<file path="config.mk">
export PLATFORM = sky130hd
export DESIGN_NAME = pc_ir_unit
export DESIGN_NICKNAME = d
export VERILOG_FILES = /design/src/rtl/pc_ir_unit.sv
export SDC_FILE = /design/constraint.sdc
export NUM_CORES = 1
export LEC_CHECK = 0
export CORE_ASPECT_RATIO = 2
export CORE_MARGIN = 3
export CORE_UTILIZATION = 43
export CTS_CLUSTER_DIAMETER = 80
export DETAILED_ROUTE_END_ITERATION = 10
export PLACE_DENSITY = 0.88
export RECOVER_POWER = 50
export SLEW_MARGIN = 15
export SYNTH_ARGS = -nofsm -noshare
export SYNTH_HDL_FRONTEND = slang
export SYNTH_SLANG_ARGS = --single-unit
</file>
<file path="constraint.sdc">
create_clock -name clk -period 2.15 [get_ports clk]
set_input_delay 0.215 -clock clk [delete_from_list [all_inputs] [get_ports clk]]
set_output_delay 0.215 -clock clk [all_outputs]
set_load 0.02 [all_outputs]
</file>
<file path="src/rtl/pc_ir_unit.sv">
// rtl/pc_ir_unit.sv - multicycle PC/IR/MDR/ALUOut register front end with debug counters
module pc_ir_unit #(
    parameter int                DATA_W   = 32,
    parameter int                JADDR_W  = 26,
    parameter logic [DATA_W-1:0] RESET_PC = '0,
    parameter int                CNT_W    = 16
) (
    input  logic              clk,
    input  logic              rst,
    input  logic              PCWrite,
    input  logic              PCWriteCond,
    input  logic              BEQ_BNE,
    input  logic [1:0]        PCSource,
    input  logic              IRWrite,
    input  logic              IorD,
    input  logic [DATA_W-1:0] alu_result,
    input  logic              alu_zero,
    input  logic [DATA_W-1:0] mem_rdata,
    output logic [DATA_W-1:0] pc,
    output logic [DATA_W-1:0] mem_addr,
    output logic [DATA_W-1:0] ir,
    output logic [5:0]        Op,
    output logic [DATA_W-1:0] mdr,
    output logic [DATA_W-1:0] alu_out,
    output logic              pc_load,
    output logic [CNT_W-1:0]  instr_count,
    output logic [CNT_W-1:0]  branch_taken_count
);

    localparam logic [CNT_W-1:0] CNT_ONE = CNT_W'(1);
    localparam logic [CNT_W-1:0] CNT_MAX = '1;

    typedef enum logic {
        IDLE,
        FETCHED
    } seq_state_t;

    seq_state_t        seq_state;
    seq_state_t        seq_state_nxt;
    logic              branch_taken;
    logic [DATA_W-1:0] next_pc;

    assign branch_taken = PCWriteCond & (alu_zero ^ BEQ_BNE);
    assign pc_load      = PCWrite | branch_taken;
    assign mem_addr     = IorD ? alu_out : pc;
    assign Op           = ir[DATA_W-1:DATA_W-6];

    // Next-PC source select; the jump target keeps the upper PC bits and truncates
    always_comb begin
        next_pc = pc;
        case (PCSource)
            2'b00:   next_pc = alu_result;
            2'b01:   next_pc = alu_out;
            2'b10:   next_pc = {pc[DATA_W-1:JADDR_W], ir[JADDR_W-1:0]};
            default: next_pc = pc;
        endcase
    end

    // Architectural registers: PC on pc_load, IR on IRWrite, MDR/ALUOut every cycle
    always_ff @(posedge clk or negedge rst) begin
        if (!rst) begin
            pc      <= RESET_PC;
            ir      <= '0;
            mdr     <= '0;
            alu_out <= '0;
        end else begin
            if (pc_load) begin
                pc <= next_pc;
            end
            if (IRWrite) begin
                ir <= mem_rdata;
            end
            mdr     <= mem_rdata;
            alu_out <= alu_result;
        end
    end

    // Saturating debug counters for retired instructions and taken branches
    always_ff @(posedge clk or negedge rst) begin
        if (!rst) begin
            instr_count        <= '0;
            branch_taken_count <= '0;
        end else begin
            if (IRWrite && (instr_count != CNT_MAX)) begin
                instr_count <= instr_count + CNT_ONE;
            end
            if (branch_taken && (branch_taken_count != CNT_MAX)) begin
                branch_taken_count <= branch_taken_count + CNT_ONE;
            end
        end
    end

    // Fetch tracker state register
    always_ff @(posedge clk or negedge rst) begin
        if (!rst) begin
            seq_state <= IDLE;
        end else begin
            seq_state <= seq_state_nxt;
        end
    end

    // Fetch tracker next state: an IR load marks FETCHED, a later PC load clears it
    always_comb begin
        seq_state_nxt = seq_state;
        if (IRWrite) begin
            seq_state_nxt = FETCHED;
        end else if (pc_load) begin
            seq_state_nxt = IDLE;
        end
    end

    // A second IR load with no PC update since the previous one is a controller bug
    err_double_fetch: assert property (@(posedge clk) disable iff (!rst)
        !(IRWrite && (seq_state == FETCHED) && !pc_load));

endmodule

</file>
# --- Word-level counts from Yosys, hierarchy flattened ---
# Cells that the tools add are included.
op_classes:
  eq_ne: 4
  n_bitwise: 4
  add_sub_neg: 2
  n_mux: 2
  reduce_logical: 7
op_table:
  columns: ["operator", "n"]
  rows:
  - ["$pmux 32 s3", 1]
  - ["$add 16x1->16 const B", 2]
  - ["$mux 32", 1]
  - ["$ne 16x16->1 const B", 2]
  - ["$reduce_and 3->1", 1]
  - ["$reduce_bool 3->1", 1]
  - ["$eq 2x1->1 const B", 1]
  - ["$eq 2x2->1 const B", 1]
  - ["$logic_and 1x1->1", 2]
  - ["$logic_not 2->1", 1]
  - ["$reduce_and 2->1", 1]
  - ["$reduce_bool 2->1", 1]
  - ["$and 1x1->1", 1]
  - ["$not 1->1", 1]
  - ["$or 1x1->1", 1]
  - ["$xor 1x1->1", 1]
totals:
  regBits: 160
  inputBits: 74

# --- Longest topological paths before layout ---
depth:
  depth_word: 4
  ltp_mapped: 8

# --- Least setup slack after synthesis ---
# Ideal clock, no wire load.
synth_path:
  path_kind: "register to register"
  start: "register branch_taken_count[0]"
  end: "register branch_taken_count[1]"
  setup_slack_ps: 246
  arrival_time_ps: 1780
  stages_incl_launch_ff: 6
  setup_time_ps: 125
  synth_period_minus_slack_ps: 1904
  cell_sequence: "dfrtp_1 -> ha_1 -> nand3_1 -> nor4_2 -> nor2_1 -> mux2_2"
synth_between:
  elab_chain_len: 2
  elab_cells_between_ends: 3
  cone_classes: "add/sub: 1; eq/ne: 1; reduce/logical: 1"
synth_lines:
  columns: ["item", "line_no", "rtl"]
  rows:
  - ["start, declared", "27", "output logic [CNT_W-1:0] branch_taken_count"]
  - ["start signal, assigned", "88", "branch_taken_count <= branch_taken_count + CNT_ONE;"]
  - ["branches (longest 2 deep; another with $add 16x1->16)", null, null]
# Parallel ways; which one is timed is not known.
# A chain may end at the register's enable or synchronous reset.

# --- Worst setup path in the final report ---
layout_path:
  start: "input port alu_zero"
  end: "output port pc_load"
layout_between:
  elab_chain_len: 3
layout_lines:
  columns: ["item", "line_no", "rtl"]
  rows:
  - ["start, declared", "17", "input logic alu_zero,"]
  - ["$xor 1x1->1", "43", "assign branch_taken = PCWriteCond & (alu_zero ^ BEQ_BNE);"]
  - ["$and 1x1->1", "43", null]
  - ["$or 1x1->1", "44", "assign pc_load = PCWrite | branch_taken;"]
  - ["end, declared", "25", "output logic pc_load,"]
# No other way between the ends.

==> out/results.ini <==
[run_status]
status=finished, violations left
violations=capacitance limit, slew limit

[clock_tree]
clockBufferDepth=2
cts_tree=built
cts-root-buf=clkbuf_16
cts_buffers=17
clkSinkCount=160
h-tree-depth=4
path_clk_slew_ns=0.06
clock_latency_ns=0.41

[synth]
synth.avg_cell_area_um2=13.0
syn_inst=505
muxShareOfSynthArea_pct=16.9
synth_adder_area_share_pct=1.14
ys_types=32
ys_warn_count=0
syn_area_um2=6580
synth_edf_count=0
post_synth_and_or_nand_nor_area_fraction_pct=8.08
synth_compound_area_share_pct=6.20
synth_top_family_by_area=multiplexers
synth.ff_latch_count=160
async_reset_ff_share_pct=100
synth_xor_area_share_pct=3.86
ys.flop_type=dfrtp_1
syn-num-nets=585
yosysSeqAreaShare_pct=60.9

[power]
seqPwrFrac_pct=40.9
swShare_pct=32.7
power.switching_mw=3.08
power_density_nw_per_um2=920
internal_power_mw=6.34
power_frac_comb_pct=28.7
power_mw=9.42
vdd_drop_max_uv=747
clockPowerShare_pct=30.4
power.leakage_nw=4.34

[sta]
rsz0062_at_grt=false
finalHoldViolations=0
fmaxAchievable_mhz=501
setup_viol=0
drv_slew=59
fin_setup_tns_ns=0
max_slew_margin_pct=-12.8
period_minus_slack_ns=2.00
max_slew.worst_pin.slew_ns=1.69
post-route-period-util_pct=92.8
clock_skew_ns=0.0136

[routing]
drc=0
ant_nets=0
viasPerCell=5.23
wl_per_cell_um=19.7
top_layer=met5
wl_met2_um=11100
drt-met1-wl_um=6950
wl_um=19700
drtIter0Drc=205
vias=5219
met3_length_um=987
drt_pre_antenna_iters=6

[die]
pin_count=273
core_area_um2=14900
start_util_pct=44.2
dieArea_um2=16900
rows=63
die_y_um=181
fp.dieW_um=93.5

[worst_setup_path]
cp.arrival_ns=1.78
cp_data_required_time_ns=1.93
crit_type=in2out
critPathTopFamily=buffers and inverters
crit_buf_inv=3
critPathSlowestCell=clkdlybuf4s50_1
cp_cell_sequence=clkdlybuf4s50_1, xor2_2, a21oi_1, inv_1, clkdlybuf4s50_1
crit_path_end_kind=primary output
cp_max_fo=4
startpoint_type=input pin
cpMostUsedCell=clkdlybuf4s50_1
crit_path_max_incr_delay_ns=0.60

[place]
routabilityCongestion=0.876
place.port_buffers=272
hpwl_um=15000
dpl_cell_area_um2=9660

[global_routing]
grt_pass1_vias=5748
grt_start_max_net_pins=62
grt_antenna_before_repair=5
track_usage_pct=23.9
overflow=0
grt_pass1_wl_um=31300

[cells_and_area]
num-nets-final=866
design_area_um2=10200
layout-drive-gt1-share_pct=20.2
syn2layout_area_growth_pct=55.7

[run]
drv_cap=1

[worst_hold_path]
min_path_type=in2reg

power by group through the flow:
stage,Sequential (mW),Clock [mW],Combinational (mW)
floorplan,4.26,0,0.834
global placement,3.87,0,2.68
detailed placement,3.90,0,2.74
CTS,3.85,2.91,2.76
global route,3.91,3.04,2.88
finish,3.85,2.86,2.71
registers in the layout (all words and copies together) (netlist names):
signal / count
ir: 32
pc: 32
mdr: 32
instr_count: 16
branch_taken_count: 16
alu_out: 32
worst paths after layout:
| kind | from | endpoint | slack, ns | cells past startpoint |
|---|---|---|---|---|
| min in group asynchronous | rst | mdr[29]$_DFF_PN0_ | 0.79 | 2 |
| hold reg to reg | branch_taken_count[15]$_DFFE_PN0P_ | branch_taken_count[15]$_DFFE_PN0P_ | 0.52 | 1 |
| setup reg to reg | branch_taken_count[0]$_DFFE_PN0P_ | branch_taken_count[1]$_DFFE_PN0P_ | 0.29 | 6 |
| hold / removal | IRWrite | ir[17]$_DFFE_PN0P_ | 0.32 | 2 |
| setup / recovery | alu_zero | pc_load | 0.15 | 5 |
| max in group asynchronous | rst | instr_count[11]$_DFFE_PN0P_ | 0.34 | 2 |
synthesized netlist by cell type, types with 2 or more instances:
cell type | count | area [um^2]
a22oi_1 | 26 | 195
o21ai_0 | 8 | 40.0
nor3_1 | 10 | 50.1
xor2_1 | 27 | 236
and3_1 | 2 | 12.5
nand4_1 | 7 | 43.8
nor4_1 | 5 | 31.3
buf_4 | 7 | 52.6
nor3b_1 | 3 | 22.5
nand3_1 | 11 | 55.1
clkbuf_1 | 13 | 48.8
buf_1 | 8 | 30.0
inv_1 | 13 | 48.8
dfrtp_1 | 160 | 4000
mux2_2 | 99 | 1110
nor2_1 | 35 | 131
buf_2 | 2 | 10.0
ha_1 | 6 | 75.1
nand2_1 | 19 | 71.3
a21oi_1 | 28 | 140
and4_1 | 3 | 26.3
nor4_2 | 2 | 25.0
xnor2_1 | 2 | 17.5
what timing repair did:
| item | in CTS | in global routing |
|---|---|---|
| resized for setup | 0 | 1 |
| setup endpoints to repair | 0 | 1 |
| hold endpoints to repair | 58 | 0 |
| buffers inserted | 0 | 0 |
| hold buffers | 1 | 0 |
placed cells by master (no fill, tap or decap), types with 4 or more instances in the layout:
cell / Yosys / routed
dlygate4sd3_1: 0 / 66
inv_1: 13 / 13
nor3_1: 10 / 10
nand2_1: 19 / 19
inv_6: 0 / 4
clkinvlp_4: 0 / 4
clkdlybuf4s50_1: 0 / 204
ha_1: 6 / 5
a22oi_1: 26 / 26
clkbuf_16: 0 / 17
dfrtp_1: 160 / 160
o21ai_0: 8 / 8
nand3_1: 11 / 11
buf_12: 0 / 9
buf_4: 7 / 9
nor2_1: 35 / 35
nor4_1: 5 / 5
mux2_2: 99 / 99
xor2_1: 27 / 26
diode_2: 0 / 4
nand4_1: 7 / 7
a21oi_1: 28 / 28
metal layers:
layer / track usage, % / vias to the layer above
met2: 43.1 / 201
li1: - / 2357
met4: 11.0 / 2
met3: 3.96 / 37
met1: 27.0 / 2622
met5: 0 / -
final cells by class:
| cell class | count | area [um^2] |
|---|---|---|
| antenna | 4 | 10.0 |
| clock buffer | 18 | 439 |
| clock inverter | 14 | 126 |
| fill | 1029 | 4660 |
| inverter | 13 | 48.8 |
| multi-input combinational | 302 | 2400 |
| sequential | 160 | 4000 |
| tap | 195 | 244 |
| timing repair buffer | 292 | 2970 |
cell families after synthesis:
logic type,Yosys count
flops,160
simple gates,103
mux,99
compound gates,65
buf+inv,43
xor+xnor,29
fa+ha+maj,6
per-stage QoR:
step	worst slack, ns	hold WS, ns	std cells	util (%)
after floorplan	0.246	-0.0806	505	-
final	0.154	0.319	998	68.7
after detailed placement	-0.0373	0.253	961	64.8
after global routing	0.0451	0.334	998	68.7
after CTS	0.0453	0.196	994	68.7
after global placement	0.000598	0.241	961	64.8
Power figures use the tool's default switching activity.
